$ cat config.mk
export PLATFORM = sky130hd
export DESIGN_NAME = dmem_arbiter_flat
export DESIGN_NICKNAME = d
export VERILOG_FILES = /design/src/rtl/dmem_arbiter_if.sv /design/src/rtl/dmem_arbiter.sv /design/src/flat_wrapper.sv
export SDC_FILE = /design/constraint.sdc
export NUM_CORES = 1
export LEC_CHECK = 0
export BUFFER_PORTS_ARGS = -buffer_cell sky130_fd_sc_hd__buf_2
export CORE_MARGIN = 5
export CORE_UTILIZATION = 49
export CTS_CLUSTER_SIZE = 8
export DETAILED_ROUTE_END_ITERATION = 8
export GPL_ROUTABILITY_DRIVEN = 0
export GPL_TIMING_DRIVEN = 1
export PLACE_DENSITY = 0.95
export SETUP_SLACK_MARGIN = 0.2
export SLEW_MARGIN = 30
export SYNTH_ARGS = -nofsm -noshare
export SYNTH_HDL_FRONTEND = slang
export SYNTH_SLANG_ARGS = --single-unit
$ cat constraint.sdc
create_clock -name clk -period 3.25 [get_ports clk]
set_clock_uncertainty 0.15 [all_clocks]
set_input_delay 0.325 -clock clk [delete_from_list [all_inputs] [get_ports clk]]
set_output_delay 0.325 -clock clk [all_outputs]
set_load 0.05 [all_outputs]
$ cat src/rtl/dmem_arbiter_if.sv
// dmem_arbiter_if
//   Bundles the two requester ports and the DataMemory side of the arbiter.
//   slave  : arbiter view. It takes requests and mem_dataOut, and drives
//            ready, rdata and the memory strobes, address and data.
//   master : requester/memory view, used by whatever sits around the arbiter.
//   Signals:
//     pN_rd, pN_wr      level requests, held until pN_ready
//     pN_addr, pN_wdata request address / write data
//     pN_rdata, pN_ready registered read data and one-cycle completion pulse
//     mem_readSig, mem_writeSig, mem_address, mem_dataIn  DataMemory drive
//     mem_dataOut       DataMemory read data
interface dmem_arbiter_if #(
  parameter int ADDR_W = 32,
  parameter int DATA_W = 32
);
  logic              p0_rd, p0_wr, p0_ready;
  logic [ADDR_W-1:0] p0_addr;
  logic [DATA_W-1:0] p0_wdata, p0_rdata;
  logic              p1_rd, p1_wr, p1_ready;
  logic [ADDR_W-1:0] p1_addr;
  logic [DATA_W-1:0] p1_wdata, p1_rdata;
  logic              mem_readSig, mem_writeSig;
  logic [ADDR_W-1:0] mem_address;
  logic [DATA_W-1:0] mem_dataIn, mem_dataOut;

  modport slave (
    input  p0_rd, p0_wr, p0_addr, p0_wdata,
    output p0_rdata, p0_ready,
    input  p1_rd, p1_wr, p1_addr, p1_wdata,
    output p1_rdata, p1_ready,
    output mem_readSig, mem_writeSig, mem_address, mem_dataIn,
    input  mem_dataOut
  );

  modport master (
    output p0_rd, p0_wr, p0_addr, p0_wdata,
    input  p0_rdata, p0_ready,
    output p1_rd, p1_wr, p1_addr, p1_wdata,
    input  p1_rdata, p1_ready,
    input  mem_readSig, mem_writeSig, mem_address, mem_dataIn,
    output mem_dataOut
  );
endinterface

$ cat src/rtl/dmem_arbiter.sv
// dmem_arbiter
//   Shares the single-port DataMemory between port 0 (pipeline MEM stage)
//   and port 1 (debug/loader). Each access holds the memory strobes for
//   WAIT_CYCLES cycles. After that, the granted port receives a one-cycle
//   ready pulse, and read data is captured into its rdata register.
//   Ports:
//     clk  system clock, rising edge
//     rst  asynchronous, active-low reset
//     bus  dmem_arbiter_if.slave (requester ports + DataMemory side)
//   Build option:
//     DMEM_ARB_FIXED_PRIO_EN  port 0 always wins ties (default: round-robin)
//
//   state  | meaning
//   IDLE   | pick a requester, latch op/addr/wdata
//   ACCESS | strobe held, wait counter running down
//   DONE   | ready pulse to granted port, requests ignored
module dmem_arbiter #(
  parameter int WAIT_CYCLES = 2,
  parameter int ADDR_W      = 32,
  parameter int DATA_W      = 32
) (
  input logic          clk,
  input logic          rst,
  dmem_arbiter_if.slave bus
);

  typedef enum logic [1:0] {IDLE = 2'd0, ACCESS = 2'd1, DONE = 2'd2} state_t;

  state_t            state, state_nxt;
  logic [3:0]        cnt;
  logic              port_q;
  logic              p0_req, p1_req, pick1, grant, finish;
  logic              sel_wr;
  logic [ADDR_W-1:0] sel_addr;
  logic [DATA_W-1:0] sel_wdata;

  assign p0_req = bus.p0_rd | bus.p0_wr;
  assign p1_req = bus.p1_rd | bus.p1_wr;

`ifdef DMEM_ARB_FIXED_PRIO_EN
  assign pick1 = ~p0_req;
`else
  // last_grant = 1 means port 1 was served last, so port 0 wins the next tie.
  logic last_grant;
  assign pick1 = p1_req & (~p0_req | ~last_grant);
`endif

  // rd and wr together is treated as a write.
  always_comb begin
    sel_wr    = pick1 ? bus.p1_wr    : bus.p0_wr;
    sel_addr  = pick1 ? bus.p1_addr  : bus.p0_addr;
    sel_wdata = pick1 ? bus.p1_wdata : bus.p0_wdata;
  end

  always_ff @(posedge clk or negedge rst) begin
    if (!rst) state <= IDLE;
    else      state <= state_nxt;
  end

  always_comb begin
    state_nxt = state;
    grant     = 1'b0;
    finish    = 1'b0;
    case (state)
      IDLE: begin
        if (p0_req | p1_req) begin
          grant     = 1'b1;
          state_nxt = ACCESS;
        end
      end
      ACCESS: begin
        if (cnt == 4'd0) begin
          finish    = 1'b1;
          state_nxt = DONE;
        end
      end
      DONE:    state_nxt = IDLE;
      default: state_nxt = IDLE;
    endcase
  end

  // The strobes, address and data are registered, so they double as the
  // latched transaction. The async reset therefore drops the strobes at once.
  always_ff @(posedge clk or negedge rst) begin
    if (!rst) begin
      cnt              <= 4'd0;
      port_q           <= 1'b0;
      bus.mem_readSig  <= 1'b0;
      bus.mem_writeSig <= 1'b0;
      bus.mem_address  <= '0;
      bus.mem_dataIn   <= '0;
      bus.p0_rdata     <= '0;
      bus.p1_rdata     <= '0;
      bus.p0_ready     <= 1'b0;
      bus.p1_ready     <= 1'b0;
`ifndef DMEM_ARB_FIXED_PRIO_EN
      last_grant       <= 1'b1;
`endif
    end else begin
      bus.p0_ready <= 1'b0;
      bus.p1_ready <= 1'b0;
      if (grant) begin
        port_q           <= pick1;
        bus.mem_readSig  <= ~sel_wr;
        bus.mem_writeSig <= sel_wr;
        bus.mem_address  <= sel_addr;
        bus.mem_dataIn   <= sel_wdata;
        cnt              <= 4'(WAIT_CYCLES - 1);
      end else if (finish) begin
        bus.mem_readSig  <= 1'b0;
        bus.mem_writeSig <= 1'b0;
        if (port_q) bus.p1_ready <= 1'b1;
        else        bus.p0_ready <= 1'b1;
        if (bus.mem_readSig) begin
          if (port_q) bus.p1_rdata <= bus.mem_dataOut;
          else        bus.p0_rdata <= bus.mem_dataOut;
        end
`ifndef DMEM_ARB_FIXED_PRIO_EN
        last_grant <= port_q;
`endif
      end else if (state == ACCESS) begin
        cnt <= cnt - 4'd1;
      end
    end
  end

endmodule

$ cat src/flat_wrapper.sv
// flat-port wrapper written by rule: the top's interface ports become plain ports
module dmem_arbiter_flat 
#(
  parameter int WAIT_CYCLES = 2,
  parameter int ADDR_W      = 32,
  parameter int DATA_W      = 32
)
  (clk, rst, bus_p0_rd, bus_p0_wr, bus_p0_addr, bus_p0_wdata, bus_p0_rdata, bus_p0_ready, bus_p1_rd, bus_p1_wr, bus_p1_addr, bus_p1_wdata, bus_p1_rdata, bus_p1_ready, bus_mem_readSig, bus_mem_writeSig, bus_mem_address, bus_mem_dataIn, bus_mem_dataOut);
  dmem_arbiter_if #(.ADDR_W(ADDR_W), .DATA_W(DATA_W)) bus_i ();
  input logic clk;
  input logic rst;
  input wire logic [$bits(bus_i.p0_rd)-1:0] bus_p0_rd;
  input wire logic [$bits(bus_i.p0_wr)-1:0] bus_p0_wr;
  input wire logic [$bits(bus_i.p0_addr)-1:0] bus_p0_addr;
  input wire logic [$bits(bus_i.p0_wdata)-1:0] bus_p0_wdata;
  output wire logic [$bits(bus_i.p0_rdata)-1:0] bus_p0_rdata;
  output wire logic [$bits(bus_i.p0_ready)-1:0] bus_p0_ready;
  input wire logic [$bits(bus_i.p1_rd)-1:0] bus_p1_rd;
  input wire logic [$bits(bus_i.p1_wr)-1:0] bus_p1_wr;
  input wire logic [$bits(bus_i.p1_addr)-1:0] bus_p1_addr;
  input wire logic [$bits(bus_i.p1_wdata)-1:0] bus_p1_wdata;
  output wire logic [$bits(bus_i.p1_rdata)-1:0] bus_p1_rdata;
  output wire logic [$bits(bus_i.p1_ready)-1:0] bus_p1_ready;
  output wire logic [$bits(bus_i.mem_readSig)-1:0] bus_mem_readSig;
  output wire logic [$bits(bus_i.mem_writeSig)-1:0] bus_mem_writeSig;
  output wire logic [$bits(bus_i.mem_address)-1:0] bus_mem_address;
  output wire logic [$bits(bus_i.mem_dataIn)-1:0] bus_mem_dataIn;
  input wire logic [$bits(bus_i.mem_dataOut)-1:0] bus_mem_dataOut;
  assign bus_i.p0_rd = bus_p0_rd;
  assign bus_i.p0_wr = bus_p0_wr;
  assign bus_i.p0_addr = bus_p0_addr;
  assign bus_i.p0_wdata = bus_p0_wdata;
  assign bus_p0_rdata = bus_i.p0_rdata;
  assign bus_p0_ready = bus_i.p0_ready;
  assign bus_i.p1_rd = bus_p1_rd;
  assign bus_i.p1_wr = bus_p1_wr;
  assign bus_i.p1_addr = bus_p1_addr;
  assign bus_i.p1_wdata = bus_p1_wdata;
  assign bus_p1_rdata = bus_i.p1_rdata;
  assign bus_p1_ready = bus_i.p1_ready;
  assign bus_mem_readSig = bus_i.mem_readSig;
  assign bus_mem_writeSig = bus_i.mem_writeSig;
  assign bus_mem_address = bus_i.mem_address;
  assign bus_mem_dataIn = bus_i.mem_dataIn;
  assign bus_i.mem_dataOut = bus_mem_dataOut;
  dmem_arbiter #(.WAIT_CYCLES(WAIT_CYCLES), .ADDR_W(ADDR_W), .DATA_W(DATA_W)) u_core (.clk(clk), .rst(rst), .bus(bus_i));
endmodule
Word level (Yosys, flattened, before mapping)
Index checks and enable logic that the tools add are counted.

storage, ports and cells
  flip-flop bits (word level) = 140
  input bits = 166
  logic and storage cells = 58

operators by class
  $add $sub $neg = 1
  equal/unequal tests = 4
  multiplexer cells = 22
  bitwise logic cells = 10
  reduce and logical (&&, ||, !) cells = 9

operator list
  cell                                                    count
  two-way mux 32 bit                                      2
  two-way mux 1 bit                                       14
  two-way mux 4 bit                                       3
  AND reduction 4 bit                                     2
  inequality test 2 x 1 -> 1 bit (second input constant)  3
  AND reduction 2 bit                                     3
  NOT 1 bit                                               5
  zero test 4 bit                                         1
  two-way mux 2 bit                                       2
  bitwise OR 1 bit                                        4
  one-hot mux 2 bit (2 select lines)                      1
  nonzero test 2 bit                                      2
  subtractor 4 x 1 -> 4 bit (second input constant)       1
  == test 2 x 1 -> 1 bit (second input constant)          1
  zero test 2 bit                                         1
  bitwise AND 1 bit                                       1

Longest topological paths before layout
  depth after elaboration = 7
  depth in mapped cells = 8
  gate-level depth less buffers = 6

Least setup slack after synthesis
Ideal clock, no wire load.

  kind = reg-to-reg
  from = register u_core.cnt[0]
  to = register u_core.bus.p1_rdata[10]
  setup time = 0.125 ns
  arrival = 1.628 ns
  required time = 2.975 ns
  setup slack = 1.347 ns
  cell stages (with the launch flop) = 9
  path buffers = 2
  clock period less this slack = 1.903 ns
  cell sequence = dfrtp_1 inv_1 ha_1 nand2b_2 nor3_4 and3_1 buf_6 buf_12 mux2_4

between the ends
  cells in the longest elaborated chain, start to end = 4

RTL lines
  element                        RTL line               source
  from (decl)                    dmem_arbiter.sv:30     logic [3:0] cnt;
  from (signal assigned)         dmem_arbiter.sv:108    cnt <= 4'(WAIT_CYCLES - 1);
  from (signal assigned)         dmem_arbiter.sv:122    cnt <= cnt - 4'd1;
  zero test 4 bit                dmem_arbiter.sv:72     if (cnt == 4'd0) begin
  two-way mux 1 bit              dmem_arbiter.sv:72
  two-way mux 1 bit              dmem_arbiter.sv:64     case (state)
  AND reduction 4 bit (no line)  n/a
  to (signal assigned)           dmem_arbiter.sv:115    if (port_q) bus.p1_rdata <= bus.mem_dataOut;
  to (decl)                      dmem_arbiter_if.sv:30  output p1_rdata, p1_ready,

No other way between the ends.
A chain may end at the register's enable or synchronous reset.

Final worst setup path
  from = register u_core.cnt[0]
  to = register u_core.bus.p1_rdata[31]

Same word-level chain as after synthesis.

==> out/results.ini <==
[critical_path]
path_max_fanout=32
reg2reg_from=u_core.cnt[0]
end_kind=register
cp_cell_sequence=inv_1, ha_1, nand2b_2, nor3_4, and3_2, buf_4, mux2_2
worstSetupStartpoint=u_core.cnt[0]
reg2regPathDepth=7
worstPathArrival_ns=2.54
reg2reg_slack_ns=0.84
reg2reg_to=u_core.bus.p1_rdata[31]
startpoint_type=register
critical-path-max-stage-delay_ns=0.49
cp.required_ns=3.38
crit_type=register to register
slowest_stage=buf_4

[clock_tree]
cts_buffers=17
cts_tree=done
clock-sinks=140
cts-htree-levels=4
root_buffer=clkbuf_16
clk_pin_slew_ns=0.06
cts_resized=0
clk_path_buf_depth=2
clkLatencyLatePin_ns=0.40
post_cts_buffers=0

[yosys]
netlist_area_mm2=0.00597
yosysSeqAreaShare_pct=58.7
netlist_instances=537
avgSynthCellArea_um2=11.1
ys_warn_count=0
ys_types=33
syn_nets=704
synth_seq_cells=140

[sta]
post-route-min-period_ns=2.41
finalWorstSetupSlack_ns=0.844
worst_pin_slew_ns=0.816
drv_slew=0
hold_viol_final=0
finalCritPeriodShare_pct=74.0
setup_violations=0
holdWs_ns=0.00901
fmax_ghz=0.416
tns_ns=0
rsz0062_at_grt=no
maxSlewHeadroom_pct=45.4

[final_layout]
antenna_cells=0
final_cell_mix=buf_2, dfrtp_1, a21oi_1, nand2_1, nor2_1
stdcell_area_mm2=0.00863
final_util_pct=72.2
final_nets=1041
syn_to_final_growth_pct=44.7
final_common_cell=buf_2
layout-drive-gt1-share_pct=46.6
instances_no_fill=1033

[power]
power.switching_mw=5.90
p_sw_share_pct=51.6
p_per_area_mw_per_mm2=1330
p_total_mw=11.4
clkPwrFrac_pct=17.5
power.share.combinational_pct=54.6
leakagePower_nw=4.32
seqPwrFrac_pct=27.9
irDropWorstVdd_mv=0.799
intPower_mw=5.54

[place]
hpwl_um=12700
dpl.cell_count=955
place_area_mm2=0.00755
post-place-ws_ns=0.876
portBuffers=297

[floorplanning]
initial_core_util_pct=49.9
rows=40
die_area_mm2=0.0145
die_y_um=120
die_w_um=120
core-area_mm2=0.0120
io_pins=298

[grt]
grt_max_degree=63
antenna_found_initial=1
grt_usage_pct=26.6
grt_pass1_vias=5875
grt.overflow.total=0
grt_pass1_wl_um=30400

[routing]
wire_per_inst_um=19.1
drt_iter0_drc=472
wirelength_um=19700
via_per_inst=5.47
drtAntennaViolNets=0
vias=5648
drc=0
dr.pass1.iters=5

[hold_path]
min_path_cells=3
hold_start=bus_p0_wdata[2]
hold_end=u_core.bus.mem_dataIn[2]
hold_class=primary input to register

[run_status]
outcome=finished clean

[run]
drv_cap=0

## critical path: cells and delay by family, from the launching register on
kind / cells / cell delay, ns
fa+ha+maj: 1 / 0.18
mux: 1 / 0.40
buf+inv: 2 / 0.58
flops: 1 / 0.40
simple gates: 3 / 0.54
## metal layers
layer  up-vias  wire, um  global-route usage (%)
li1       2495         -                       -
met1      2719      7270                    30.6
met2       375      9870                    46.2
met3        57      1940                    8.28
met4         2       593                    11.0
met5         -        13                       0
## worst max-delay path by stage
stage / end / slack, ns
finish: u_core.bus.p1_rdata[31] / 0.84
global route: u_core.bus.p1_rdata[31] / 0.75
CTS: u_core.bus.p1_rdata[31] / 0.85
detailed placement: u_core.bus.p1_rdata[31] / 0.88
global placement: u_core.bus.p1_rdata[0] / 0.99
floorplan: u_core.bus.p1_rdata[10] / 1.35
## cells by family (layout without fill, tap and decap cells)
family | Yosys count | in the layout | synth area share [%]
AOI/OAI and AO/OA | 140 | 140 | 12.2
adders and majority gates | 1 | 1 | 0.210
buffers and inverters | 41 | 390 | 4.09
DFF | 140 | 140 | 58.7
muxes | 67 | 67 | 14.5
and+or+nand+nor | 148 | 148 | 10.2
## flip-flops by register name, summed over array words and instances, names as in the netlist
signal,cells
u_core.bus.mem_address,32
u_core.bus.mem_dataIn,32
u_core.bus.p0_rdata,32
u_core.bus.p1_rdata,32
u_core.cnt,4
u_core.state,2
u_core.bus.mem_readSig,1
u_core.bus.mem_writeSig,1
u_core.bus.p0_ready,1
u_core.bus.p1_ready,1
u_core.last_grant,1
u_core.port_q,1
## power groups by stage
stage          logic, mW  clock network [mW]  registers, mW
5_1_grt             6.54                2.10           3.29
4_1_cts             6.19                2.03           3.16
3_3_place_gp        5.98                   0           3.12
6_report            6.24                2.00           3.19
2_1_floorplan       1.73                   0           6.00
3_5_place_dp        6.14                   0           3.15
## area by class of cell
cell class              count  area, um^2
clock inverters            12         161
flip-flops and latches    140        3500
inverters                   5        18.8
fillers                   713        3330
clock buffers              19         453
multi-input cells         356        2250
repair buffers            354        2060
well taps                 147         184
## synth_stat cells
library cell  instances  area share, %
a211o_1               1           0.15
a211oi_2              1           0.21
a21oi_1             130             11
a22o_1                2           0.29
a31oi_1               1           0.10
and2_1                1           0.10
and3_1                1           0.10
buf_1                 5           0.31
buf_12                3            1.0
buf_2                 8           0.67
buf_6                 4           0.75
clkbuf_1             15           0.94
clkbuf_2              1          0.084
dfrtp_1             139             58
dfstp_2               1           0.44
ha_1                  1           0.21
inv_1                 5           0.31
mux2_1                2           0.38
mux2_2               33            6.2
mux2_4               30            7.6
mux2i_1               2           0.34
nand2_1              69            4.3
nand2_2               1           0.10
nand2b_1              1           0.10
nand2b_2              2           0.29
nor2_1               68            4.3
nor2b_1               1           0.10
nor3_1                2           0.17
nor3_4                1           0.27
nor4_4                1           0.36
o21ai_0               3           0.25
o21ba_2               1           0.17
o2bb2ai_1             1           0.15
## timing repair
item / CTS / global route
endpoints found under the setup margin: 0 / 0
hold buffers: 46 / 1
hold endpoints to repair: 105 / 1
Power figures use the tool's default switching activity.
